--- src/rtl/apb_uart_tx_fifo.sv ---
// apb_uart_tx_fifo: APB-programmable UART transmitter with TX FIFO, baud divisor and done interrupt
module apb_uart_tx_fifo #(
    parameter int DATA_W     = 8,
    parameter int FIFO_DEPTH = 8,
    parameter int ADDR_W     = 4,
    parameter int DIV_RESET  = 16
) (
    input  logic              PCLK,
    input  logic              PRESETn,
    input  logic              PSELx,
    input  logic              PENABLE,
    input  logic              PWRITE,
    input  logic [ADDR_W-1:0] PADDR,
    input  logic [DATA_W-1:0] PWDATA,
    output logic [DATA_W-1:0] PRDATA,
    output logic              PREADY,
    output logic              PSLVERR,
    output logic              uart_txd,
    output logic              tx_busy,
    output logic              irq
);
    localparam int PW = $clog2(FIFO_DEPTH);
    localparam int BW = $clog2(DATA_W);

    typedef enum logic [1:0] {IDLE, START, DATA, STOP} state_t;

    state_t            state, state_next;
    logic [DATA_W-1:0] mem [FIFO_DEPTH];
    logic [PW:0]       wptr, rptr, count;
    logic [DATA_W-1:0] div_reg, div_lat, cnt, shift, rdata;
    logic [BW-1:0]     bit_idx;
    logic              tx_en, irq_en, ovf;
    logic              access, wr, rd, sel_tx, sel_st, sel_div, sel_ctrl, bad_addr;
    logic              full, empty, push_ok, push_ovf, pop, tick, last_bit;

    assign access   = PSELx & PENABLE;
    assign wr       = access & PWRITE;
    assign rd       = access & !PWRITE;
    assign sel_tx   = PADDR == ADDR_W'(0);
    assign sel_st   = PADDR == ADDR_W'(1);
    assign sel_div  = PADDR == ADDR_W'(2);
    assign sel_ctrl = PADDR == ADDR_W'(3);
    assign bad_addr = !(sel_tx | sel_st | sel_div | sel_ctrl);

    assign count    = wptr - rptr;
    assign full     = count == (PW+1)'(FIFO_DEPTH);
    assign empty    = count == '0;
    assign push_ok  = wr & sel_tx & !full;
    assign push_ovf = wr & sel_tx & full;
    assign pop      = (state == IDLE) & tx_en & !empty;
    assign tick     = cnt == div_lat - DATA_W'(1);
    assign last_bit = bit_idx == BW'(DATA_W - 1);

    assign rdata   = sel_st   ? DATA_W'({ovf, tx_busy, full, empty}) :
                     sel_div  ? div_reg :
                     sel_ctrl ? DATA_W'({irq_en, tx_en}) : '0;
    assign PRDATA  = rd ? rdata : '0;
    assign PREADY  = 1'b1;
    assign PSLVERR = (access & bad_addr) | push_ovf;

    assign uart_txd = state == START ? 1'b0 : state == DATA ? shift[0] : 1'b1;
    assign tx_busy  = state != IDLE;
    assign irq      = irq_en & empty & !tx_busy & (state == IDLE);

    // Control registers and sticky overflow flag (cleared by a STATUS read)
    always_ff @(posedge PCLK or negedge PRESETn) begin
        if (!PRESETn) begin
            div_reg <= DATA_W'(DIV_RESET);
            tx_en   <= 1'b1;
            irq_en  <= 1'b0;
            ovf     <= 1'b0;
        end else begin
            if (wr && sel_div) div_reg <= PWDATA;
            if (wr && sel_ctrl) begin
                tx_en  <= PWDATA[0];
                irq_en <= PWDATA[1];
            end
            if (push_ovf) ovf <= 1'b1;
            else if (rd && sel_st) ovf <= 1'b0;
        end
    end

    // FIFO pointers; one extra bit separates full from empty
    always_ff @(posedge PCLK or negedge PRESETn) begin
        if (!PRESETn) begin
            wptr <= '0;
            rptr <= '0;
        end else begin
            if (push_ok) wptr <= wptr + (PW+1)'(1);
            if (pop) rptr <= rptr + (PW+1)'(1);
        end
    end

    // FIFO storage needs no reset; pointers define validity
    always_ff @(posedge PCLK) begin
        if (push_ok) mem[wptr[PW-1:0]] <= PWDATA;
    end

    // TX state register
    always_ff @(posedge PCLK or negedge PRESETn) begin
        if (!PRESETn) state <= IDLE;
        else state <= state_next;
    end

    // TX next-state: each non-idle state lasts div_lat cycles, DATA repeats per bit
    always_comb begin
        state_next = state;
        case (state)
            IDLE:    state_next = pop ? START : IDLE;
            START:   state_next = tick ? DATA : START;
            DATA:    state_next = tick && last_bit ? STOP : DATA;
            STOP:    state_next = tick ? IDLE : STOP;
            default: state_next = IDLE;
        endcase
    end

    // Shift register, bit timer and divisor latched at pop so DIV writes never touch a live frame
    always_ff @(posedge PCLK or negedge PRESETn) begin
        if (!PRESETn) begin
            shift   <= '0;
            div_lat <= DATA_W'(1);
            cnt     <= '0;
            bit_idx <= '0;
        end else if (pop) begin
            shift   <= mem[rptr[PW-1:0]];
            div_lat <= div_reg == '0 ? DATA_W'(1) : div_reg;
            cnt     <= '0;
            bit_idx <= '0;
        end else if (state != IDLE) begin
            cnt <= tick ? '0 : cnt + DATA_W'(1);
            if (tick && state == DATA) begin
                shift   <= shift >> 1;
                bit_idx <= bit_idx + BW'(1);
            end
        end
    end
endmodule

--- config.mk ---
export PLATFORM = sky130hd
export DESIGN_NAME = apb_uart_tx_fifo
export DESIGN_NICKNAME = d
export VERILOG_FILES = /design/src/rtl/apb_uart_tx_fifo.sv
export SDC_FILE = /design/constraint.sdc
export NUM_CORES = 1
export LEC_CHECK = 0
export ABC_AREA = 0
export BUFFER_PORTS_ARGS = -buffer_cell sky130_fd_sc_hd__buf_4
export CAP_MARGIN = 20
export CELL_PAD_IN_SITES_DETAIL_PLACEMENT = 1
export CELL_PAD_IN_SITES_GLOBAL_PLACEMENT = 1
export CORE_ASPECT_RATIO = 0.9
export CORE_MARGIN = 8
export CORE_UTILIZATION = 40
export CTS_BUF_LIST = sky130_fd_sc_hd__clkbuf_2 sky130_fd_sc_hd__clkbuf_4 sky130_fd_sc_hd__clkbuf_8
export CTS_CLUSTER_SIZE = 28
export DETAILED_ROUTE_END_ITERATION = 8
export GPL_ROUTABILITY_DRIVEN = 0
export PLACE_DENSITY = 0.7
export SYNTH_ARGS = -nofsm -noshare
export SYNTH_HDL_FRONTEND = slang
export SYNTH_SLANG_ARGS = --single-unit
--- constraint.sdc ---
create_clock -name PCLK -period 4.2 [get_ports PCLK]
set_input_delay 0.42 -clock PCLK [delete_from_list [all_inputs] [get_ports PCLK]]
set_output_delay 0.42 -clock PCLK [all_outputs]
set_load 0.02 [all_outputs]
==> results of run 1 <==
## critical path: cells and delay by family (launching register included)
kind	cells	cell delay [ps]
AND/OR/NAND/NOR	3	860
AO/OA/AOI/OAI	3	520
flip-flops	1	510
adder cells (fa/ha/maj)	1	360
buffers and inverters	1	150
## layout by cell type (no fill, tap or decap), drive strengths merged, types with 11 or more instances in the layout
master and instances:
edfxtp 64, nand2 54, dfrtp 45, buf 36, nor2 20, xnor2 16, mux4 16, o21ai 15
mux2 13, inv 13, mux2i 11
## routing by layer
metal / routed length (µm) / vias up / GRT usage [%]
li1: - / 1468 / -
met1: 5251 / 1632 / 18.53
met2: 5756 / 40 / 25.41
met3: 339 / 9 / 3.493
met4: 129 / 0 / 4.366
met5: 0 / - / 0
## kinds of logic (layout without fill, tap and decap cells)
group / count (synthesis) / after routing / share of synthesized area, %
AOI/OAI and AO/OA: 45 / 45 / 5.985
adders and majority gates: 9 / 9 / 2.208
buffers and inverters: 27 / 61 / 2.134
and+or+nand+nor: 130 / 130 / 12.78
muxes: 40 / 40 / 12.09
other: 1 / 1 / 0.07351
xor gates and xnor gates: 20 / 20 / 3.434
DFF: 112 / 112 / 61.30
## through the flow
step	utilization, %	worst slack (ps)	power, µW	instance area [µm²]
after floorplan	-	585.4	2257	5101
after global placement	43.73	1169	2496	5505
after detailed placement	43.73	1035	2547	5505
after CTS	45.41	930.0	3245	5717
after global routing	45.41	601.2	3408	5717
final	45.41	972.4	3214	5717
## where the power goes
part	total, µW	switching [µW]	internal [µW]
logic	1040	557	486
clock network	696	406	290
registers	1470	170	1300
total	3210	1130	2080
## final timing paths
path | startpoint | slack [ps] | to
setup / recovery | wptr[1] | 970 | PSLVERR
hold / removal | PRESETn | 30 | irq_en
setup reg to reg | wptr[1] | 1010 | mem[3][2]
hold reg to reg | shift[5] | 510 | shift[4]
max in group asynchronous | PRESETn | 3710 | shift[7]
min in group PCLK | PWDATA[6] | 280 | mem[2][6]
## final cells by class
class	count	area share, %
clock buffers	9	2.167
clock inverters	6	1.532
inverters	10	0.6566
multi-input cells	245	32.63
flip-flops and latches	112	54.69
well taps	164	3.589
repair buffers	36	4.728
==> flow_summary.yaml, run 1 <==
status:
  status: "completed"
synth:
  yosysMostFrequentCell: "edfxtp_1"
  synth_flop_cell: "edfxtp_1"
  synth_area_leaders: "edfxtp_1 (38%), dfrtp_1 (22%), mux4_2 (7.1%)"
  synth_area_per_cell_um2: 13.28
  ys_types: 52
  yosys_warnings: 0
  ys_seq_area_share_pct: 61.30
  synth-async-reset-ratio_pct: 42.86
  ys_ff_latch: 112
  synthTopCellsByCount: "edfxtp_1 (64), nand2_1 (54), dfrtp_1 (45)"
  synth_edf_count: 64
  synthCells: 384
  synth_top_area_cell: "edfxtp_1"
  syn_nets: 410
  syn_area_um2: 5101
  yosysTopAreaCellShare_pct: 37.67
cells_and_area:
  n_antenna_cell: 0
  drive_gt1_share_pct: 21.29
  syn_to_final_growth_pct: 12.07
  fillCellCount: 1306
  regArea_um2: 3127
  num-nets-final: 440
  multi_input_area_um2: 1866
  largest_register_ffs: 64
  instances_no_fill: 582
placed_design:
  dp_cells: 567
  dp_hpwl_mm: 8.015
  io_buffers: 28
sta:
  hold_violations: 0
  grt_setup_unrepaired: "no"
  max_clock_freq_mhz: 309.8
  min_period_ps: 3228
  finalSetupViolCount: 0
  hold_slack_ps: 31.43
  clock_skew_ps: 17.13
  period_share_pct: 76.85
  slew_violations: 0
  slew_headroom_pct: 39.29
  tns_ps: 0
  tightest_slew_ps: 906.8
worst_hold_path:
  hold_path.class: "in -> async"
global_routing:
  grt_max_degree: 49
  grt-ovfl-total: 0
  grt_pass1_wl_mm: 18.93
  antenna_found_initial: 0
  grt.total_usage_pct: 14.86
  grt_pass1_vias: 3430
setup_path:
  cp_data_required_time_ps: 3780
  cp_slowest_cell: "nor4_1"
  critPathKind: "reg -> out"
  worstRegToRegCells: 8
  cp-start-kind: "register"
  critPathMaxFanout: 11
  crit_path_max_incr_delay_ps: 610
  crit_chain: "ha_1, nor2b_1, o21ai_0, a21oi_1, nor4_1, a311oi_1, nor2_1, buf_4"
  end_kind: "primary output"
  crit_arrival_ps: 2810
floorplanning:
  rows: 39
  die_y_um: 123.1
  ios: 30
  die_w_um: 135.0
  coreArea_um2: 12590
  start_util_pct: 40.52
  die_area_um2: 16630
routing:
  drtPass1Iterations: 4
  drc: 0
  ant_nets: 0
  vias: 3149
  post_drt_wl_per_cell_um: 19.72
  vias_per_cell: 5.411
  drt_iter0_drc: 235
  drt-total-wl_mm: 11.48
clock_tree:
  cts_max_level: 3
  postCtsSetupRepairBufs: 0
  cts_root_buf: "clkbuf_8"
  clock_sinks: 112
  cts.path.max_buffers: 2
  cts_tree: "yes"
  cts.reportedPaths.clkPinSlew_ps: 120
  cts-resized-gates: 0
  numCtsBuffers: 9
  clk_latency_ps: 390
  hold_buffers: 0
run:
  maxCapViolCount: 0
pwr:
  leakagePower_uw: 0.002234
  ir_drop_mv: 0.3354
  power-per-cell-area_nw_per_um2: 562.1
No activity file was read; power rests on OpenSTA's default activity.
==> run 2: changes to the inputs <==
==> constraint.sdc (replaced) <==
create_clock -name PCLK -period 3.2 [get_ports PCLK]
set_input_delay 0.32 -clock PCLK [delete_from_list [all_inputs] [get_ports PCLK]]
set_output_delay 0.32 -clock PCLK [all_outputs]
set_load 0.02 [all_outputs]
==> run 2 against run 1 <==
Design area rose by 1.8%. Combinational power grew 41%. Sequential cell count unchanged. Sequential power increased by 31%. Critical endpoint is now mem[1][7].
==> flow_summary.yaml, run 2 (synthesized netlist as in run 1, its figures left out) <==
setup_path:
  crit_arrival_ps: 3020
  critPathKind: "reg -> reg"
  cp_data_required_time_ps: 3240
  cp_slowest_cell: "nor3_4"
  crit_chain: "inv_2, ha_1, o21ai_0, and3_1, nor4_1, buf_4, nor4_2, nand2b_1, nor3_4"
  cp-start-kind: "register"
  critPathMaxFanout: 9
  crit_path_max_incr_delay_ps: 480
  end_kind: "register"
global_routing:
  antenna_found_initial: 0
  grt_pass1_vias: 3435
  grt.total_usage_pct: 15.46
  grt_pass1_wl_mm: 19.51
  grt_max_degree: 49
  grt-ovfl-total: 0
clock_tree:
  cts.reportedPaths.clkPinSlew_ps: 110
  clock_sinks: 112
  numCtsBuffers: 9
  cts.path.max_buffers: 2
  cts_tree: "yes"
  cts_max_level: 3
  clk_latency_ps: 390
  cts_root_buf: "clkbuf_8"
status:
  status: "completed"
floorplanning:
  ios: 30
  die_w_um: 135.0
  rows: 39
  die_y_um: 123.1
  die_area_um2: 16630
  start_util_pct: 40.52
  coreArea_um2: 12590
cells_and_area:
  drive_gt1_share_pct: 23.76
  num-nets-final: 446
  final_common_cell: "edfxtp_1"
  fin_area_um2: 5822
  mostFrequentLayoutCells: "edfxtp_1 (64), nand2_1 (54), dfrtp_1 (45)"
  n_antenna_cell: 0
  largest_register_ffs: 64
  syn_to_final_growth_pct: 14.13
placed_design:
  placed_area_um2: 5594
  dp_hpwl_mm: 8.633
  io_buffers: 28
sta:
  tns_ps: 0
  tightest_slew_ps: 651.1
  clock_skew_ps: 13.73
  slew_violations: 0
  period_share_pct: 93.21
  grt_setup_unrepaired: "no"
  slew_headroom_pct: 56.59
  max_clock_freq_mhz: 335.3
  hold_violations: 0
  finalSetupViolCount: 0
  min_period_ps: 2983
pwr:
  power-per-cell-area_nw_per_um2: 735.7
  p_seq_share_pct: 44.9
  p_switching_uw: 1505
  switching_share_pct: 35.14
  p_int_uw: 2778
  ir_drop_mv: 0.3838
  leakagePower_uw: 0.002294
  power_frac_comb_pct: 34.3
  pwr-share-clk_pct: 20.9
routing:
  wl_met1_mm: 5.522
  drc: 0
  drtPass1Iterations: 4
  vias_per_cell: 5.409
  post_drt_wl_per_cell_um: 20.25
  top_layer: "met4"
  route.met3.wl_um: 483
  drt_iter0_drc: 241
  ant_nets: 0
  wl_met2_mm: 5.681
  drt-total-wl_mm: 11.93
  vias: 3186
worst_hold_path:
  hold_path.class: "in -> reg"
run:
  maxCapViolCount: 0
==> run 2: changes by cell type in the layout (fill, tap and decap cells not counted), sizes merged <==
cell and change:
clkinv +2, clkinvlp -1, buf +5, dlygate4sd3 +1
==> run 2: path summary, 6_finish.rpt <==
path                       cells past startpoint  slack, ps         to  startpoint
max                                            9        220  mem[1][7]     rptr[2]
max reg2reg                                    9        220  mem[1][7]     rptr[2]
max in group asynchronous                      2       2260   shift[2]     PRESETn
min reg2reg                                    2        510   shift[2]    shift[3]
min                                            2        190        ovf    PADDR[0]
min in group asynchronous                      2        480     irq_en     PRESETn
==> run 2: per-stage QoR <==
| stage | power [µW] | setup slack, ps | cells | hold slack (ps) | utilization [%] |
|---|---|---|---|---|---|
| finish | 4283 | 217.3 | 589 | 190.6 | 46.24 |
| global route | 4561 | 4.806 | 589 | 182.1 | 46.24 |
| CTS | 4336 | 180.7 | 589 | 172.2 | 46.19 |
| detailed placement | 3440 | 213.7 | 572 | 390.7 | 44.43 |
| global placement | 3376 | 382.4 | 572 | 381.2 | 44.43 |
| floorplan | 2984 | 16.97 | 384 | 24.41 | - |
==> run 2: worst max-delay path, delay by kind of cell, from the launching register on <==
kind	cells	cell delay (ps)
AO/OA/AOI/OAI	1	120
adder cells (fa/ha/maj)	1	310
buffers and inverters	2	400
flip-flops	1	460
AND/OR/NAND/NOR	5	1340
==> run 2: per-layer routing <==
layer | global-route usage [%] | vias to the layer above
met5 | 0 | -
met4 | 5.475 | 0
met3 | 2.924 | 17
met2 | 24.63 | 64
met1 | 20.86 | 1622
li1 | - | 1483
==> run 2: final cells by class <==
type / count / area (µm²)
sequential: 112 / 3127
tap: 164 / 205.2
multi-input combinational: 245 / 1923
timing repair buffer: 42 / 317.8
inverter: 10 / 37.54
clock inverter: 7 / 87.58
clock buffer: 9 / 123.9
fill: 1313 / 6768
==> run 2: power by group through the flow <==
stage	Sequential, µW	Combinational [µW]	Clock [µW]
final	1920	1470	894
after global routing	1950	1640	964
after CTS	1920	1490	920
after detailed placement	1960	1480	0
after global placement	1940	1440	0
after floorplan	1880	1100	0
==> run 2: what timing repair did <==
| item | 4_1_cts | 5_1_grt |
|---|---|---|
| gates resized for setup | 0 | 1 |
| setup buffers | 0 | 0 |
| hold buffers | 1 | 0 |
| hold endpoints to repair | 45 | 0 |
| endpoints found under the setup margin | 0 | 8 |
==> run 3: changes to the inputs <==
--- a/config.mk
+++ b/config.mk
@@ -13,11 +13,11 @@
 export CORE_ASPECT_RATIO = 0.9
 export CORE_MARGIN = 8
 export CORE_UTILIZATION = 40
-export CTS_BUF_LIST = sky130_fd_sc_hd__clkbuf_2 sky130_fd_sc_hd__clkbuf_4 sky130_fd_sc_hd__clkbuf_8
 export CTS_CLUSTER_SIZE = 28
 export DETAILED_ROUTE_END_ITERATION = 8
 export GPL_ROUTABILITY_DRIVEN = 0
 export PLACE_DENSITY = 0.7
+export SLEW_MARGIN = 10
 export SYNTH_ARGS = -nofsm -noshare
 export SYNTH_HDL_FRONTEND = slang
 export SYNTH_SLANG_ARGS = --single-unit
==> run 3 against run 2 <==
The run now ends with hold timing left. Clock skew fell by 7.0 ps. Sequential share of layout area down 1.1 points. First-iteration DRC count increased by 13%. Non-clock buffer count up 1. Routed wire length rose by 0.75%.
==> flow_summary.yaml, run 3 (synthesized netlist as in run 1, its figures left out) <==
status:
  status: "finished, violations left"
  violations: "hold timing"
global_routing:
  grt_max_degree: 49
  grt.total_usage_pct: 15.66
  antenna_found_initial: 0
  grt_use_met3_pct: 3.412
  use_met2_pct: 25.26
  grt-ovfl-total: 0
  grt_pass1_wl_mm: 19.75
  top_usage_layer: "met2"
  grt_pass1_vias: 3429
  grt_use_met1_pct: 21.19
routing:
  vias_per_cell: 5.432
  post_drt_wl_per_cell_um: 20.36
  ant_nets: 0
  drtPass1Iterations: 4
  drt-total-wl_mm: 12.02
  drt_iter0_drc: 272
  drc: 0
  vias: 3205
floorplanning:
  start_util_pct: 40.52
  coreArea_um2: 12590
  rows: 39
  die_area_um2: 16630
  ios: 30
  die_w_um: 135.0
  die_y_um: 123.1
sta:
  hold_violations: 8
  tns_ps: 0
  period_share_pct: 92.17
  clock_skew_ps: 6.717
  tightest_slew_ps: 652.5
  layout_setup_ws_ps: 250.7
  slew_headroom_pct: 56.50
  grt_setup_unrepaired: "no"
  hold_slack_ps: -15.28
  max_clock_freq_mhz: 339.1
  min_period_ps: 2949
  slew_violations: 0
  finalSetupViolCount: 0
setup_path:
  cp_slowest_cell: "nor3b_4"
  end_kind: "register"
  timing.critical_path.buf_inv: 2
  cp-start-kind: "register"
  cp_top_family: "simple AND/OR/NAND/NOR gates"
  critPathKind: "reg -> reg"
  crit_chain: "inv_2, ha_1, o21ai_0, and3_1, nor4_1, buf_4, nor4_2, nand2_1, nor3b_4"
  crit_arrival_ps: 2950
  cp_data_required_time_ps: 3200
  critPathMaxFanout: 9
  crit_path_max_incr_delay_ps: 470
clock_tree:
  cts.path.max_buffers: 2
  clk_latency_ps: 350
  cts_max_level: 3
  cts.reportedPaths.clkPinSlew_ps: 70
  cts_root_buf: "clkbuf_16"
  cts_tree: "yes"
  hold_buffers: 0
  numCtsBuffers: 9
  clock_sinks: 112
cells_and_area:
  mostFrequentLayoutCells: "edfxtp_1 (64), nand2_1 (54), dfrtp_1 (45)"
  syn_to_final_growth_pct: 16.61
  drive_gt1_share_pct: 24.41
  n_antenna_cell: 0
  final_common_cell: "edfxtp_1"
  largest_register_ffs: 64
  num-nets-final: 447
pwr:
  power-per-cell-area_nw_per_um2: 767.2
  ir_drop_mv: 0.4859
  leakagePower_uw: 0.002351
placed_design:
  io_buffers: 28
  dp_hpwl_mm: 8.633
  pre_cts_ws_ps: 213.7
run:
  maxCapViolCount: 0
worst_hold_path:
  hold_path.class: "in -> async"
[run 3: changes by cell type in the layout (fill, tap and decap cells not counted), sizes merged]
cell,delta
dlygate4sd3,-1
buf,+2
[run 3: repair_timing]
item,4_1_cts,5_1_grt
setup endpoints to repair,0,32
gates resized for setup,0,3
setup buffers,0,2
[run 3: through the flow]
step                utilization, %  power, µW  instances  hold slack, ps  cell area [µm²]
floorplan                        -       2984        384           24.41             5154
global placement             44.43       3376        572           381.2             5594
detailed placement           44.43       3440        572           390.7             5594
CTS                          46.92       4614        588           10.00             5907
global route                 47.25       4858        590           33.82             5948
finish                       47.25       4563        590          -15.28             5948
[run 3: power breakdown]
group | internal, µW | switching (µW)
Combinational | 688 | 789
Clock | 624 | 540
Sequential | 1710 | 209
Total | 3020 | 1540
[run 3: layout make-up]
cell class                 count  area [µm²]
sequential                   112        3127
inverter                      10       37.54
fill                        1300        6641
timing repair buffer          43       335.3
multi-input combinational    245        1931
tap                          164       205.2
clock buffer                   9       225.2
clock inverter                 7       87.58
[run 3: path summary, 6_finish.rpt]
check                         start   endpoint  slack [ps]  depth (start not counted)
setup / recovery            rptr[2]  mem[6][5]         250                          9
hold / removal              PRESETn     irq_en         -20                          1
setup reg to reg            rptr[2]  mem[6][5]         250                          9
hold reg to reg            shift[4]   shift[3]         500                          2
max in group asynchronous   PRESETn   shift[4]        2760                          1
min in group PCLK          PADDR[0]        ovf         240                          2
[run 3: worst reg2reg max path: stages (launching register included)]
cell	delay [ps]
dfrtp_1	440
inv_2	240
ha_1	310
o21ai_0	120
and3_1	220
nor4_1	50
buf_4	150
nor4_2	320
nand2_1	270
nor3b_4	470
[run 3: metal layers]
layer / vias to the layer above / wire length, µm
met2: 58 / 5808
met1: 1653 / 5675
met5: - / 0
li1: 1484 / -
met4: 0 / 148
met3: 10 / 383
